==> config.mk <==
export PLATFORM = sky130hd
export DESIGN_NAME = riscv_dmem_if
export DESIGN_NICKNAME = d
export VERILOG_FILES = /design/src/rtl/riscv_dmem_if.sv
export SDC_FILE = /design/constraint.sdc
export NUM_CORES = 1
export LEC_CHECK = 0
export CORE_UTILIZATION = 40
export CTS_CLUSTER_DIAMETER = 60
export DETAILED_ROUTE_END_ITERATION = 7
export PLACE_DENSITY = 0.81
export SLEW_MARGIN = 30
export SYNTH_ARGS = -nofsm -noshare
export SYNTH_HDL_FRONTEND = slang
export SYNTH_SLANG_ARGS = --single-unit
==> constraint.sdc <==
create_clock -name clk -period 2.35 [get_ports clk]
set_input_delay 0.5875 -clock clk [delete_from_list [all_inputs] [get_ports clk]]
set_output_delay 0.5875 -clock clk [all_outputs]
set_load 0.05 [all_outputs]
==> src/rtl/riscv_dmem_if.sv <==
// Data-memory bus interface: one outstanding load/store, IDLE -> ADDR -> DATA handshake.
// Optional macro RISCV_DMEM_MISALIGN_CHECK_EN completes misaligned accesses locally without a bus cycle.
package riscv_dmem_pkg;
  typedef enum logic [2:0] {
    UNDEF_SIZE = 3'd0,
    BYTE       = 3'd1,
    HWORD      = 3'd2,
    WORD       = 3'd3,
    DWORD      = 3'd4
  } biu_size_t;
endpackage

module riscv_dmem_if
  import riscv_dmem_pkg::*;
#(
  parameter int XLEN = 32
) (
  input  logic            clk,
  input  logic            rstn,
  input  logic            dmem_req,
  input  logic [XLEN-1:0] dmem_adr,
  input  logic [XLEN-1:0] dmem_d,
  input  logic            dmem_we,
  input  biu_size_t       dmem_size,
  output logic            dmem_ack,
  output logic [XLEN-1:0] dmem_q,
  output logic            dmem_misaligned,
  output logic            dmem_page_fault,
  output logic            bus_req,
  output logic [XLEN-1:0] bus_adr,
  output logic            bus_we,
  output logic [3:0]      bus_be,
  output logic [XLEN-1:0] bus_d,
  input  logic            bus_gnt,
  input  logic            bus_rvalid,
  input  logic [XLEN-1:0] bus_q,
  input  logic            bus_err
);

  typedef enum logic [1:0] {IDLE, ADDR, DATA} state_t;

  state_t          state_q, state_d;
  logic [XLEN-1:0] adr_q, d_q, q_q;
  logic [3:0]      be_q;
  logic            we_q, ack_q, mis_q, pf_q;
  logic            accept, misaligned, done;

  function automatic logic [3:0] calc_be(input biu_size_t size, input logic [1:0] a);
    case (size)
      BYTE:    calc_be = 4'b0001 << a;
      HWORD:   calc_be = 4'b0011 << a;
      WORD:    calc_be = 4'b1111;
      default: calc_be = 4'b0000;
    endcase
  endfunction

`ifdef RISCV_DMEM_MISALIGN_CHECK_EN
  function automatic logic is_misaligned(input biu_size_t size, input logic [1:0] a);
    case (size)
      BYTE:    is_misaligned = 1'b0;
      HWORD:   is_misaligned = a[0];
      WORD:    is_misaligned = (a != 2'b00);
      default: is_misaligned = 1'b1;
    endcase
  endfunction

  assign misaligned = is_misaligned(dmem_size, dmem_adr[1:0]);
`else
  assign misaligned = 1'b0;
`endif

  // A request seen during the ack cycle is the tail of the previous access, not a new one.
  assign accept = (state_q == IDLE) && dmem_req && !ack_q;
  assign done   = (state_q == DATA) && bus_rvalid;

  always_comb begin
    state_d = state_q;
    bus_req = 1'b0;
    case (state_q)
      IDLE: if (accept && !misaligned) state_d = ADDR;
      ADDR: begin
        bus_req = 1'b1;
        if (bus_gnt) state_d = DATA;
      end
      DATA: if (bus_rvalid) state_d = IDLE;
      default: state_d = IDLE;
    endcase
  end

  always_ff @(posedge clk or negedge rstn) begin
    if (!rstn) begin
      state_q <= IDLE;
      adr_q   <= '0;
      d_q     <= '0;
      be_q    <= '0;
      we_q    <= 1'b0;
      ack_q   <= 1'b0;
      q_q     <= '0;
      mis_q   <= 1'b0;
      pf_q    <= 1'b0;
    end else begin
      state_q <= state_d;
      ack_q   <= 1'b0;
      if (accept) begin
        adr_q <= {dmem_adr[XLEN-1:2], 2'b00};
        we_q  <= dmem_we;
        be_q  <= calc_be(dmem_size, dmem_adr[1:0]);
        d_q   <= dmem_we ? dmem_d : '0;
        if (misaligned) begin
          ack_q <= 1'b1;
          mis_q <= 1'b1;
          pf_q  <= 1'b0;
        end
      end
      if (done) begin
        ack_q <= 1'b1;
        q_q   <= bus_q;
        pf_q  <= bus_err;
        mis_q <= 1'b0;
      end
    end
  end

  assign dmem_ack        = ack_q;
  assign dmem_q          = q_q;
  assign dmem_misaligned = mis_q;
  assign dmem_page_fault = pf_q;
  assign bus_adr         = adr_q;
  assign bus_we          = we_q;
  assign bus_be          = be_q;
  assign bus_d           = d_q;

endmodule

* After elaboration in Yosys (flattened, before gate mapping)
Index checks and enable logic that the tools add are counted.
Operators by class: eq/ne operators 8, shifts and indexed selects 2, mux-type cells 8, reductions and logical operators 6
Operators by type and width (number):
- $mux 32 | 1
- $pmux 4 s3 | 1
- $eq 3x2->1 const B | 2
- $mux 2 | 3
- $ne 2x2->1 const B | 3
- $pmux 2 s3 | 1
- $shl 1x2->4 const A | 1
- $shl 2x2->4 const A | 1
- $eq 3x1->1 const B | 1
- $logic_and 1x1->1 | 3
- $reduce_and 3->1 | 1
- $eq 2x1->1 const B | 1
- $eq 2x2->1 const B | 1
- $logic_not 2->1 | 1
- $mux 1 | 2
- $logic_not 1->1 | 1
Word-level totals: bits in registers 103, word-level logic and storage cells 32

* Logic depth before layout (Yosys ltp)
Gate-level depths: netlist (run 1).
word-level depth 5, mapped depth 5, mapped depth without buffers 4

* Least setup slack after synthesis (run 1)
OpenSTA, ideal clock, no wires.
path kind register to register, start point reg ack_q (netlist: dmem_ack), end point reg adr_q[10] (netlist: bus_adr[10]), setup time 0.125 ns, arrival 1.677 ns, data required time 2.225 ns, slack 0.548 ns, stages on the path, launching flop included 5, path buffers 2, cells stage by stage dfrtp_1 > or4b_4 > buf_6 > buf_6 > mux2_4
Between the ends: word-level cells in the longest chain between the ends 2
Ends and longest elaborated chain:
- start, declared | line 45 | logic we_q, ack_q, mis_q, pf_q;
- start signal, assigned | line 97 | ack_q <= 1'b0;
- start signal, assigned | line 103 | ack_q <= 1'b0;
- start signal, assigned | line 110 | ack_q <= 1'b1;
- $logic_not 1->1 | line 73 | assign accept = (state_q == IDLE) && dmem_req && !ack_q;
- $logic_and 1x1->1 | line 73
- end signal, assigned | line 105 | adr_q <= {dmem_adr[XLEN-1:2], 2'b00};
- end, declared | line 43 | logic [XLEN-1:0] adr_q, d_q, q_q;
No other way between the ends. A chain may end at the register's enable or synchronous reset.

* Worst setup path in the final report (run 1)
start point reg adr_q[28] (netlist: bus_adr[28]), end point out bus_adr[28]
RTL lines:
- end, declared | line 30 | output logic [XLEN-1:0] bus_adr,
No word-level cell between the ends.

==> results of run 1 <==
==> area by class of cell <==
cell class,count,share of cell area [%]
Multi-Input combinational cell,252,21.4
Timing Repair Buffer,215,33.2
Clock inverter,2,0.575
Clock buffer,14,2.65
Sequential cell,103,39.5
Tap cell,133,2.55
Inverter,3,0.173
==> power groups by stage <==
stage / sequential, W / combinational (W) / clock, W
after floorplan: 0.00588 / 0.00133 / 0
after global placement: 0.00307 / 0.00621 / 0
after detailed placement: 0.00310 / 0.00631 / 0
after CTS: 0.00308 / 0.00632 / 0.00119
after global routing: 0.00318 / 0.00659 / 0.00126
final: 0.00308 / 0.00627 / 0.00115
==> sequential cells by signal (all words and copies together) (netlist names) <==
register	count
dmem_page_fault	1
dmem_ack	1
bus_d	32
dmem_q	32
state_q	2
bus_adr	30
bus_we	1
bus_be	4
==> path summary, 6_finish.rpt <==
path	endpoint	slack, ns	cells past startpoint
worst max-delay path	bus_adr[28]	0.20	1
worst min-delay path	bus_adr[19]	0.20	1
worst max register to register	bus_adr[12]	0.65	3
worst min register to register	dmem_q[24]	0.48	2
max in group asynchronous	bus_d[21]	1.46	2
min in group clk	dmem_q[24]	0.48	2
==> Yosys cell counts, drive strengths merged <==
master / count
or4b: 1
dfrtp: 103
clkbuf: 16
buf: 8
mux2: 31
o21ai: 39
a22o: 5
nand3b: 1
nor2: 3
nand2: 165
nand2b: 1
conb: 1
inv: 2
maj3: 1
clkinv: 1
nor2b: 2
==> cell families after synthesis <==
logic type	count (synthesis)	synth area share (%)
compound gates	44	5.81
fa+ha+maj	1	0.243
buf+inv	27	3.65
flops	103	62.7
mux	31	11.2
other cells	1	0.0912
simple gates	173	16.3
==> routing by layer <==
| layer | part of all wire [%] | up-vias | GRT usage (%) |
|---|---|---|---|
| li1 | - | 1610 | - |
| met1 | 41 | 1586 | 23.7 |
| met2 | 50 | 122 | 34.7 |
| met3 | 7.5 | 14 | 5.65 |
| met4 | 1.6 | 0 | 7.15 |
| met5 | 0 | - | 0 |
==> metrics by stage <==
stage	hold slack (ns)	utilization, %	setup slack [ns]	std cells	power, W
floorplan	0.292	-	0.548	382	0.00721
global placement	0.457	64.0	0.110	706	0.00928
detailed placement	0.461	64.0	0.103	706	0.00941
CTS	0.216	66.1	0.162	722	0.0106
global route	0.240	66.1	0.129	722	0.0110
finish	0.204	66.1	0.197	722	0.0105
==> impl_results.md, run 1 <==
- Run status: finished, final reports clean
- RSZ-0062 raised after global routing: false
- Post-Syn Area: 4110 um^2
- Congestion Overflow GR: 0
- Fin Setup TNS: 0 ns
- Slew @ Worst Pin: 0.559 ns
- HP Class: in2async
- Power density cells: 1610 nW/um^2
- Distinct cells, synth: 18
- Fmax: 0.465 GHz
- CTS buffer count: 9
- #FFs+latches synth: 103
- Tmin final: 2.15 ns
- Flop pwr share: 29.3%
- Area leader, netlist: dfrtp_1
- Nets: 690
- Router iterations before antenna repair: 4
- DR DRC count: 0
- Row Count: 36
- I/O Pins: 211
- CP endpoint kind: primary output
- CP bufs+invs: 1
- Root buf cell: clkbuf_8
- Final setup skew: ~0.014 ns
- CTS H-tree depth: 3
- Combinational share of power: 59.7%
- Most common cell after layout, fill and taps aside: clkdlybuf4s50_1
- WL final: 10600 um
- CP arrival: ~1.6 ns
- Clock Power Share: 11.0%
- Mean post-synth cell area: 10.8 um^2
- Seq/Total Area, Yosys: 62.7%
- Net Sw Frac: between 40% and 50%
- Sinks on Clock Net: 103
- CP Launch Point: bus_adr[28]
- Yosys warns: 0
- Via count: 3332
- Worst-path clk slew: approximately 0.1 ns
- Initial antenna violation count: 0
- Starting density of the core: 41.7%
- Multi-input gate area: between 1000 and 1500 um^2
- P_leak: slightly above 3 nW
- Number of max-cap violations: 0
- Clk_lat worst skew: around 0.36 ns
- Post-synthesis cell count: 380
- Cell at the slowest stage of the critical path: clkdlybuf4s50_1
- Most frequent cells in the layout: 205 x clkdlybuf4s50_1, 165 x nand2_1, 103 x dfrtp_1
- Fraction of layout cells with a size suffix above 1: 9.34%
- Detailed-route wire length per cell: roughly 15 um
- DP Area: roughly 6300 um^2
- Total die area: 10700 um^2
- Initial DRC count: 94
- CP required: 1.76 ns
- Crit path kind: reg2out
- CP Launch Type: flop
- CP max stage delay: 0.82 ns
- Pin count of the biggest net entering global routing: 62
- Area of all placed cells without fillers: 6520 um^2
- First-pass GRT wire length: 16200 um
- Total core area: between 9000 and 10000 um^2
- Synth top area cells: dfrtp_1 63%, nand2_1 15%, mux2_4 11%, o21ai_0 4.7%, clkbuf_1 1.5%
- Final Hold Violating Endpoints: 0
- Die Width: 103 um
- Vias per inst: 4.61
- IO buf count: 207
- Worst path cell trace: clkdlybuf4s50_1
- Post-CTS sizing: 0
- Post-CTS Hold Buffers: 0
- Synthesis-to-layout area growth: 58.6%
- Number of global-route vias before repair: 3300
- Routability congestion estimate from global placement: 0.729
- Die span in y: 103 um
- Buffer depth of the longest clock path: 2
- CP max FO: 2
- Synth top area share: between 60 and 70%
- Critical path's top delay family: buffers and inverters
- Dpl hpwl: 7850 um
- Register area: around 2600 um^2
- # setup viols final: 0
- # fillers: approximately 760
- CTS tree: done
- Pint: 0.00543 W
- Switching Power: 0.00507 W
- N_diodes: 0
- Peak supply drop: 0.836 mV
- Post CTS Setup Buffer Count: 0
- Slew headroom: 62.7%
- GRT Overall Usage: 20.0%
- Post-route ant nets: 0
- Final Cycle Share: 91.6%
- Slew Limit Fails: 0
- Reg2Reg Launch Point: state_q[1]
Note: power is estimated with default switching activity, not from simulation.
==> run 2: changes to the inputs <==
Settings changed: CAP_MARGIN set to 5.
==> results of run 2 <==
Same layout as run 1: the final DEF is identical, and so are final timing and power.
==> run 3: changes to the inputs <==
Settings changed: CORE_ASPECT_RATIO set to 1.5.
==> run 3 against run 2 <==
  * The flow now finishes with violations (DRC)
  * Combinational power hardly changed
  * Sequential power barely moved
  * Cell area grew 1.3%
  * Final cell count shrank 2.4%
  * Die area about the same
  * Highest routed layer unchanged
==> impl_results.md, run 3 (synthesis results as in run 1) <==
- Slew Limit Fails: 0
- Row Count: 45
- Reg2Reg Launch Point: state_q[1]
- Clk_lat worst skew: between 0.3 and 0.4 ns
- Peak supply drop: 0.693 mV
- Nets: 690
- Total core area: slightly above 10000 um^2
- CTS tree: done
- WL final: just over 10000 um
- Number of max-cap violations: 0
- Reg2Reg Depth: 3
- Fin Setup TNS: 0 ns
- Final Power: ~0.011 W
- First-pass GRT wire length: 16400 um
- Vias per inst: 4.76
- Run status: complete, but fails checks
- Critical path's top delay family: buffers and inverters
- Detailed-route wire length per cell: 14.7 um
- Synthesis-to-layout area growth: 60.6%
- Slew headroom: 62.6%
- Routability congestion estimate from global placement: 0.802
- Combinational share of power: 57.6%
- CP required: 1.76 ns
- Total die area: 10700 um^2
- Initial DRC count: 158
- Worst R2R End: bus_adr[27]
- Post-route ant nets: 0
- Switching Power: 0.00510 W
- Crit path kind: reg2out
- Starting density of the core: roughly 40%
- Number of global-route vias before repair: around 3400
- Slew @ Worst Pin: 0.560 ns
- Register area: 2580 um^2
- Net Sw Frac: 46.7%
- Worst-path clk slew: 0.07 ns
- Clock Power Share: between 10% and 20%
- DR DRC count: 14
- Initial antenna violation count: 0
- Root buf cell: clkbuf_16
- Die span in y: 126 um
- Placed insts: 690
- Tmin final: approximately 2.1 ns
- GRT Overall Usage: about a fifth
- Post CTS Setup Buffer Count: 0
- Post-route insts no fill: 705
- Failing checks: DRC
- Sinks on Clock Net: between 100 and 150
- # fillers: 752
- Die Width: 84.8 um
- CP max FO: 2
- Most common cell after layout, fill and taps aside: clkdlybuf4s50_1
- Power density cells: 1650 nW/um^2
- Post-CTS Hold Buffers: 0
- Final Cycle Share: 91.0%
- CTS buffer count: 9
- Worst reg2reg setup slack: 0.65 ns
- Final Hold Violating Endpoints: 0
- CP Launch Point: bus_d[18]
- Cell at the slowest stage of the critical path: clkdlybuf4s50_1
- Most frequent cells in the layout: 205 x clkdlybuf4s50_1, 165 x nand2_1, 103 x dfrtp_1
- Dpl hpwl: 7660 um
- Flop pwr share: 28.1%
- Fraction of layout cells with a size suffix above 1: under 10%
- RSZ-0062 raised after global routing: false
- # setup viols final: 0
- P_leak: around 3.1 nW
- DP Area: 6290 um^2
- Fmax: 0.468 GHz
- Buffer depth of the longest clock path: 2
- Post-CTS sizing: 0
- Router iterations before antenna repair: 7
- CP Launch Type: flop
- Final setup skew: between 0.007 and 0.008 ns
- HP Class: in2async
- CP bufs+invs: 1
- Via count: 3353
- Pin count of the biggest net entering global routing: 56
- I/O Pins: 211
- Core Util, Final: 65.5%
- N_diodes: 0
- CP endpoint kind: primary output
- IO buf count: 207
- Multi-input gate area: between 1000 and 1500 um^2
- Area of all placed cells without fillers: 6610 um^2
- CP max stage delay: around 0.85 ns
- CP arrival: 1.55 ns
- CTS H-tree depth: 3
- Pint: 0.00581 W
- Worst path cell trace: clkdlybuf4s50_1
- Congestion Overflow GR: 0
-- run 3: through the flow --
stage / hold slack (ns) / setup WS (ns)
2_1_floorplan: 0.292 / 0.548
3_3_place_gp: 0.457 / 0.132
3_5_place_dp: 0.461 / 0.120
4_1_cts: 0.181 / 0.211
5_1_grt: 0.202 / 0.190
6_report: 0.173 / 0.212
-- run 3: layout make-up --
class / count / area share (%)
well taps: 117 / 2.22
inverters: 3 / 0.170
clock buffers: 12 / 3.73
repair buffers: 215 / 32.8
clock inverters: 3 / 1.02
multi-input cells: 252 / 21.1
flip-flops and latches: 103 / 39.0
-- run 3: worst max path at each step --
stage,cells after the start,to
after floorplan,4,bus_adr[10]
after global placement,4,bus_adr[20]
after detailed placement,4,bus_adr[27]
after CTS,1,bus_adr[21]
after global routing,1,bus_adr[21]
final,1,bus_d[18]
-- run 3: per-layer routing --
metal  GRT usage, %  routed length [um]  part of all wire, %
met5              0                   0                    0
met2           33.6                5190                   50
met4           12.4                 485                  4.7
met1           22.3                4000                   39
met3           4.78                 714                  6.9
-- run 3: power by group through the flow --
stage               sequential (W)  combinational [W]  clock [W]
detailed placement         0.00308            0.00632          0
global route               0.00315            0.00656    0.00166
finish                     0.00306            0.00628    0.00156
CTS                        0.00307            0.00633    0.00160
global placement           0.00305            0.00621          0
floorplan                  0.00588            0.00133          0
